$ cat src/rtl/clkdiv_sequencer_pkg.sv
// Shared types and defaults for the clock-enable divider sequencer.
package clkdiv_sequencer_pkg;

  localparam int DEF_WIDTH = 32;
  localparam int DEF_DIV   = 25000000;

  typedef enum logic [1:0] {
    IDLE     = 2'd0,
    RUN      = 2'd1,
    STOPPING = 2'd2
  } state_t;

endpackage

$ cat src/rtl/clkdiv_core.sv
// Half-period counter: counts up to div, then toggles clkout and pulses tick.
// When run is low the counter is parked at zero and clkout is held low.
module clkdiv_core #(
  parameter int WIDTH = 32
) (
  input  logic             clk,
  input  logic             clr,
  input  logic             run,
  input  logic [WIDTH-1:0] div,
  output logic             term,
  output logic             tick,
  output logic             clkout
);

  logic [WIDTH-1:0] cnt;

  // Terminal count only has meaning while running; the sequencer relies on this gating.
  assign term = run && (cnt == div);

  // Counter, divided clock and tick enable, all updated together so tick marks each clkout edge.
  always_ff @(posedge clk) begin
    if (clr) begin
      cnt    <= '0;
      clkout <= 1'b0;
      tick   <= 1'b0;
    end else if (!run) begin
      cnt    <= '0;
      clkout <= 1'b0;
      tick   <= 1'b0;
    end else if (term) begin
      cnt    <= '0;
      clkout <= ~clkout;
      tick   <= 1'b1;
    end else begin
      cnt    <= cnt + 1'b1;
      tick   <= 1'b0;
    end
  end

endmodule

$ cat src/rtl/clkdiv_sequencer.sv
// Start/stop sequencer and config handshake around clkdiv_core.
// New divide values are committed only at a terminal count so no half-period
// is ever truncated; a stop always finishes on a falling clkout edge.
// Optional build macro CLKDIV_SEQ_BURST_EN adds burst_len/done for counted bursts.
module clkdiv_sequencer
  import clkdiv_sequencer_pkg::*;
#(
  parameter int WIDTH       = DEF_WIDTH,
  parameter int DEFAULT_DIV = DEF_DIV
) (
  input  logic             clkin,
  input  logic             clr,
  input  logic             start,
  input  logic             stop,
  input  logic             cfg_valid,
  input  logic [WIDTH-1:0] cfg_div,
  output logic             cfg_ready,
`ifdef CLKDIV_SEQ_BURST_EN
  input  logic [15:0]      burst_len,
  output logic             done,
`endif
  output logic             tick,
  output logic             clkout,
  output logic             busy
);

  state_t           state;
  logic [WIDTH-1:0] div;
  logic [WIDTH-1:0] pending;
  logic             pending_vld;
  logic             run;
  logic             term;
  logic             fall;
`ifdef CLKDIV_SEQ_BURST_EN
  logic [15:0]      burst_rem;
`endif

  assign run       = (state != IDLE);
  assign cfg_ready = (state == IDLE) || !pending_vld;
  // A terminal count while clkout is high is the falling edge of the divided clock.
  assign fall      = term && clkout;

  clkdiv_core #(
    .WIDTH (WIDTH)
  ) u_core (
    .clk    (clkin),
    .clr    (clr),
    .run    (run),
    .div    (div),
    .term   (term),
    .tick   (tick),
    .clkout (clkout)
  );

  // Pending payload carries no control meaning until pending_vld is set.
  always_ff @(posedge clkin) begin
    if (cfg_valid && cfg_ready && (state != IDLE))
      pending <= cfg_div;
  end

  // Sequencer FSM, divide register and pending commit; busy is registered alongside the state.
  always_ff @(posedge clkin) begin
    if (clr) begin
      state       <= IDLE;
      busy        <= 1'b0;
      div         <= WIDTH'(DEFAULT_DIV);
      pending_vld <= 1'b0;
`ifdef CLKDIV_SEQ_BURST_EN
      burst_rem   <= '0;
      done        <= 1'b0;
`endif
    end else begin
`ifdef CLKDIV_SEQ_BURST_EN
      done <= 1'b0;
      if (run && fall && (burst_rem != 16'd0))
        burst_rem <= burst_rem - 16'd1;
`endif
      // Accept and commit are exclusive outside IDLE: accept needs !pending_vld, commit needs it set.
      if (cfg_valid && cfg_ready) begin
        if (state == IDLE)
          div <= cfg_div;
        else
          pending_vld <= 1'b1;
      end
      if (term && pending_vld) begin
        div         <= pending;
        pending_vld <= 1'b0;
      end

      case (state)
        IDLE: begin
          if (start && !stop) begin
            state <= RUN;
            busy  <= 1'b1;
`ifdef CLKDIV_SEQ_BURST_EN
            burst_rem <= burst_len;
`endif
          end
        end
        RUN: begin
`ifdef CLKDIV_SEQ_BURST_EN
          if (fall && (burst_rem == 16'd1)) begin
            state <= IDLE;
            busy  <= 1'b0;
            done  <= 1'b1;
          end else
`endif
          if (stop)
            state <= STOPPING;
        end
        STOPPING: begin
          if (start && !stop) begin
            state <= RUN;
          end else if (fall) begin
            state <= IDLE;
            busy  <= 1'b0;
          end
        end
        default: begin
          state <= IDLE;
          busy  <= 1'b0;
        end
      endcase
    end
  end

endmodule

$ cat config.mk
export PLATFORM = sky130hd
export DESIGN_NAME = clkdiv_sequencer
export DESIGN_NICKNAME = d
export VERILOG_FILES = /design/src/rtl/clkdiv_sequencer_pkg.sv /design/src/rtl/clkdiv_core.sv /design/src/rtl/clkdiv_sequencer.sv
export SDC_FILE = /design/constraint.sdc
export NUM_CORES = 1
export LEC_CHECK = 0
export BUFFER_PORTS_ARGS = -buffer_cell sky130_fd_sc_hd__buf_2
export CORE_AREA = 4 4 101 103
export DETAILED_ROUTE_END_ITERATION = 16
export DIE_AREA = 0 0 105 107
export PLACE_DENSITY = 0.77
export SYNTH_ARGS = -nofsm -noshare
export SYNTH_HDL_FRONTEND = slang
export SYNTH_SLANG_ARGS = --single-unit
$ cat constraint.sdc
create_clock -name clkin -period 9.05 [get_ports clkin]
set_clock_uncertainty 0.05 [all_clocks]
set_input_delay 1.3575 -clock clkin [delete_from_list [all_inputs] [get_ports clkin]]
set_output_delay 1.3575 -clock clkin [all_outputs]
set_load 0.05 [all_outputs]
Yosys cells after proc, flatten, opt, wreduce, memory -nomap -nowiden
Index checks and enable logic that the tools add are counted.
{ "op_classes": {"n_eq_ne": 8, "muxes": 13, "n_reduce_logical": 20, "bitwise_logic": 4, "addsub": 1} }
{ "ops": {"columns": ["operator", "n"], "rows": [
  ["32-bit 2-to-1 mux", 3],
  ["32-bit by 1-bit adder with 32-bit output, second input constant", 1],
  ["32-bit equality test", 1],
  ["2-bit 2-to-1 mux", 4],
  ["1-bit logical AND", 6],
  ["2-bit inequality test, second input constant", 3],
  ["2-bit case mux with 3 select lines", 1],
  ["2-bit nonzero test", 3],
  ["1-bit 2-to-1 mux", 4],
  ["1-bit inverter", 4],
  ["2-bit AND reduction", 2],
  ["4-bit AND reduction", 1],
  ["2-bit OR reduction", 2],
  ["3-bit inequality test, second input constant", 1],
  ["1-bit case mux with 3 select lines", 1],
  ["3-bit AND reduction", 1],
  ["3-bit OR reduction", 1],
  ["2-bit by 1-bit equality test with 1-bit output, second input constant", 1],
  ["2-bit equality test, second input constant", 1],
  ["1-bit logical NOT", 2],
  ["2-bit logical NOT", 1],
  ["2-bit by 1-bit inequality test with 1-bit output, second input constant", 1],
  ["1-bit logical OR", 1]
]} }
{ "totals": {"in_bits": 37, "regBits": 102, "out_inout_bits": 4} }

Depth between registers and ports, before layout
{ "depth": {"word_depth": 6, "mapped_depth": 10, "mapped_depth_nobuf": 7} }

By module
A second synthesis with hierarchy kept.
{ "hier_totals": {"hier_cells": 442, "hier_area_um2": 4515.6} }
{ "by_module_without_submodules": {"columns": ["mod", "cells_each", "n_inst", "area_per_inst_um2"], "rows": [
  ["clkdiv_sequencer", 237, 1, 2586.2],
  ["clkdiv_core", 205, 1, 1929.4]
]} }

Worst setup path before layout
Ideal clock, no wire load.
{ "synth_path": {"path_kind": "input -> register", "startpoint": "input cfg_valid", "endpoint": "register pending[0], enable pin", "arrival_time_ps": 3779, "path_buffers": 0, "slack_ps": 4750, "required_time_ps": 8530, "setup_ps": 470, "path_stages": 1, "path_cell_list": "nor3b_1"} }
{ "synth_via": {"elab_chain_cells": 2} }
{ "synth_lines": {"columns": ["element", "line", "rtl"], "rows": [
  ["from (decl)", "clkdiv_sequencer.sv:15", "input logic cfg_valid,"],
  ["1-bit logical AND (2 in series)", "clkdiv_sequencer.sv:57", "if (cfg_valid && cfg_ready && (state != IDLE))"],
  ["to (signal assigned)", "clkdiv_sequencer.sv:58", "pending <= cfg_div;"],
  ["to (decl)", "clkdiv_sequencer.sv:29", "logic [WIDTH-1:0] pending;"]
]} }
Every way passes these cells.
A chain may end at the register's enable or synchronous reset.

Final worst setup path
{ "layout_path": {"startpoint": "register pending_vld", "endpoint": "output cfg_ready"} }
{ "layout_via": {"elab_chain_cells": 2} }
{ "layout_lines": {"columns": ["element", "line", "rtl"], "rows": [
  ["from (decl)", "clkdiv_sequencer.sv:30", "logic pending_vld;"],
  ["from (signal assigned)", "clkdiv_sequencer.sv:67", "pending_vld <= 1'b0;"],
  ["from (signal assigned)", "clkdiv_sequencer.sv:83", "pending_vld <= 1'b1;"],
  ["from (signal assigned)", "clkdiv_sequencer.sv:87", "pending_vld <= 1'b0;"],
  ["1-bit logical NOT", "clkdiv_sequencer.sv:39", "assign cfg_ready = (state == IDLE) || !pending_vld;"],
  ["1-bit logical OR", "clkdiv_sequencer.sv:39", null],
  ["to (decl)", "clkdiv_sequencer.sv:17", "output logic cfg_ready,"]
]} }
Every way passes these cells.

==> results by group <==
Yosys
  – Post-Syn Area: 4590 um^2
  – Yosys cell types: 42
  – EDFF count, synth: 32
  – Main flop type after synthesis: dfxtp_1
  – Syn nets: 456
  – Asr flop ratio synth: 0
  – Seq/Total Area, Yosys: 0.515
  – Synth Instances: 418
  – Syn. warnings: 0
  – FF+latch count, synth: 102
  – Mean area per synthesized cell: between 10 and 15 um^2

Power and ir drop
  – VDD IR max: 120 uV
  – Lkg Pwr: 1.66 nW
  – PwrDens: 173 nW/um^2
  – PnR Total Power: around 0.86 mW

Finish
  – Most common cell after layout, fill and taps aside: dfxtp_1
  – Finished Cell Area: 4990 um^2
  – Cell Count, Final, Fillers Out: 562
  – Nets@finish: 484
  – Fin util: 0.543
  – Commonest cells after routing, fill and taps aside: dfxtp_1, buf_2, nand2_1
  – Ant diodes: 0
  – Share of cells above drive strength 1: 0.208
  – Area Overhead vs Synth: 8.78%
  – # fillers: 804

Setup path
  – Reg2reg path depth: 7
  – Worst R2R End: u_core.cnt[2]
  – Nature of the critical path startpoint: flip-flop
  – Req. time, crit path: 7.64 ns
  – Worst Path Class, Setup: flip-flop to output port
  – Worst Setup End Kind: output port
  – Crit path DAT: 1.80 ns
  – Worst reg2reg startpoint: u_core.cnt[9]
  – R2R Setup Slk: 6.28 ns
  – Crit Path Max Fanout: 26

Clocking
  – Latest clock arrival within the worst-skew pair: approximately 0.37 ns
  – Post-cts resize count: 0
  – CTS Buffer Depth: 2
  – Post-CTS Setup Inserts: 0
  – Cts hold-fix bufs: 0
  – Clk sinks: 102
  – CTS tree: built
  – # H-tree levels: 3
  – CTS clock-pin slew for the worst setup and hold paths: 0.10 ns
  – Total CTS buffers: 9
  – Root buf cell: clkbuf_8

Timing
  – Final Hold Viols: 0
  – Maximum clock rate: 312 MHz
  – Slew HR: 0.289
  – Min cycle time layout: between 3 and 4 ns
  – Post-route setup slack: roughly 6 ns
  – RSZ-0062 raised after global routing: no
  – Final hold slack: about 0.43 ns
  – Worst-Margin Slew: 1.06 ns
  – Final-report setup violation count: 0
  – Max-slew violations: 0
  – Sum Neg Setup Slack: 0 ns
  – Final period util: 0.354

Placed design
  – Pre-CTS setup slack: 5.94 ns
  – Port bufs: 40
  – Cell Area, Placed: roughly 4800 um^2
  – Detail Placement HPWL: 6500 um
  – Gpl congestion: 0.874
  – Dpl cells: 546

Hold path
  – Min-Delay Path Class: flip-flop to flip-flop
  – Hold_sp: pending[14]
  – Hold worst-path end: div[14]
  – Hold Crit Depth: 1

Global routing
  – First-pass GRT wire length: 15300 um
  – Congestion Overflow GR: 0
  – Vias in the first global route: between 3000 and 4000
  – Largest net degree at the start of global routing: 54
  – Met1 Use GR: 0.227
  – GR Util met3: 0.0337
  – Initial antenna violation count: 0
  – Top Usage Layer GRT: met2
  – Met2 Use GR: 0.274
  – Overall Global Routing Usage: 0.168

Routing
  – DR pass1 iterations: 4
  – Via count: 3236
  – Post-route ant nets: 0
  – Initial DRC Count: around 150
  – Routed len/inst: 16.5 um
  – Average vias per placed instance: 5.76
  – Drt total wl: 9260 um
  – Post-route DRC: 0

Die
  – Io pins: 41
  – Die width: 105 um
  – Die footprint: 11200 um^2
  – Initial Utilization: 0.499
  – Core area: approximately 9000 um^2
  – Die height: about 110 um
  – # rows: 35

Outcome
  – Status: complete, no violations

Run
  – Max-Cap Viols: 0
-- cells in the mapped netlist, drive strengths merged, types with 2 or more instances --
cell type / n / area [um^2]
and2: 3 / 20.0
buf: 13 / 121
nor4: 3 / 18.8
inv: 10 / 37.5
nor2b: 6 / 37.5
nand4: 10 / 62.6
nor3b: 5 / 37.5
o221ai: 2 / 17.5
a32oi: 20 / 175
nand3: 14 / 70.1
clkbuf: 13 / 48.8
edfxtp: 32 / 961
a221o: 12 / 120
nor2: 40 / 323
nand2: 37 / 139
and4: 5 / 48.8
a2111oi: 3 / 45.1
xnor2: 27 / 236
dfxtp: 70 / 1400
nand3b: 20 / 150
nor3: 9 / 45.0
xor2: 29 / 254
and3: 5 / 31.3
a21oi: 21 / 109
-- kinds of logic after synthesis --
family,after synthesis,synth area share
AOI/OAI and AO/OA,62,0.109
adders and majority gates,2,0.00491
xor gates and xnor gates,56,0.107
buffers and inverters,36,0.0453
muxes,1,0.00218
and+or+nand+nor,159,0.217
DFF,102,0.515
-- metal layers --
layer / share of wire / routed length (um) / vias to the layer above
li1: - / - / 1561
met1: 0.46 / 4240 / 1605
met2: 0.49 / 4580 / 61
met3: 0.036 / 333 / 9
met4: 0.012 / 112 / 0
met5: 0 / 0 / -
-- flip-flops by register name, summed over array words and instances (netlist names) --
| register | count |
|---|---|
| div | 32 |
| busy | 1 |
| u_core.clkout | 1 |
| u_core.cnt | 32 |
| pending_vld | 1 |
| u_core.tick | 1 |
| pending | 32 |
| state | 2 |
-- layout make-up --
cell class,count,area [um^2],area share
multi-input combinational,280,2020,0.406
tap,111,139,0.0278
timing repair buffer,43,223,0.0446
sequential,102,2360,0.473
inverter,10,37.5,0.00752
clock buffer,9,124,0.0248
clock inverter,7,81.3,0.0163
-- critical path, stage by stage, from the launching register on --
cell	delay (ns)
dfxtp_1	0.96
o21ai_0	0.20
buf_2	0.27
-- power breakdown --
| group | internal [mW] | switching [mW] |
|---|---|---|
| sequential | 0.488 | 0.0134 |
| clock | 0.132 | 0.164 |
| combinational | 0.0280 | 0.0368 |
| total | 0.648 | 0.215 |
-- worst max path at each step --
| stage | startpoint | endpoint | slack [ns] | depth (start not counted) |
|---|---|---|---|---|
| 3_5_place_dp | cfg_valid | pending[28] | 5.94 | 3 |
| 5_1_grt | pending_vld | cfg_ready | 5.69 | 2 |
| 6_report | pending_vld | cfg_ready | 5.85 | 2 |
| 3_3_place_gp | cfg_valid | pending[27] | 6.01 | 3 |
| 4_1_cts | pending_vld | cfg_ready | 5.88 | 2 |
| 2_1_floorplan | cfg_valid | pending[0] | 4.75 | 1 |
(Power assumes the default switching activity.)
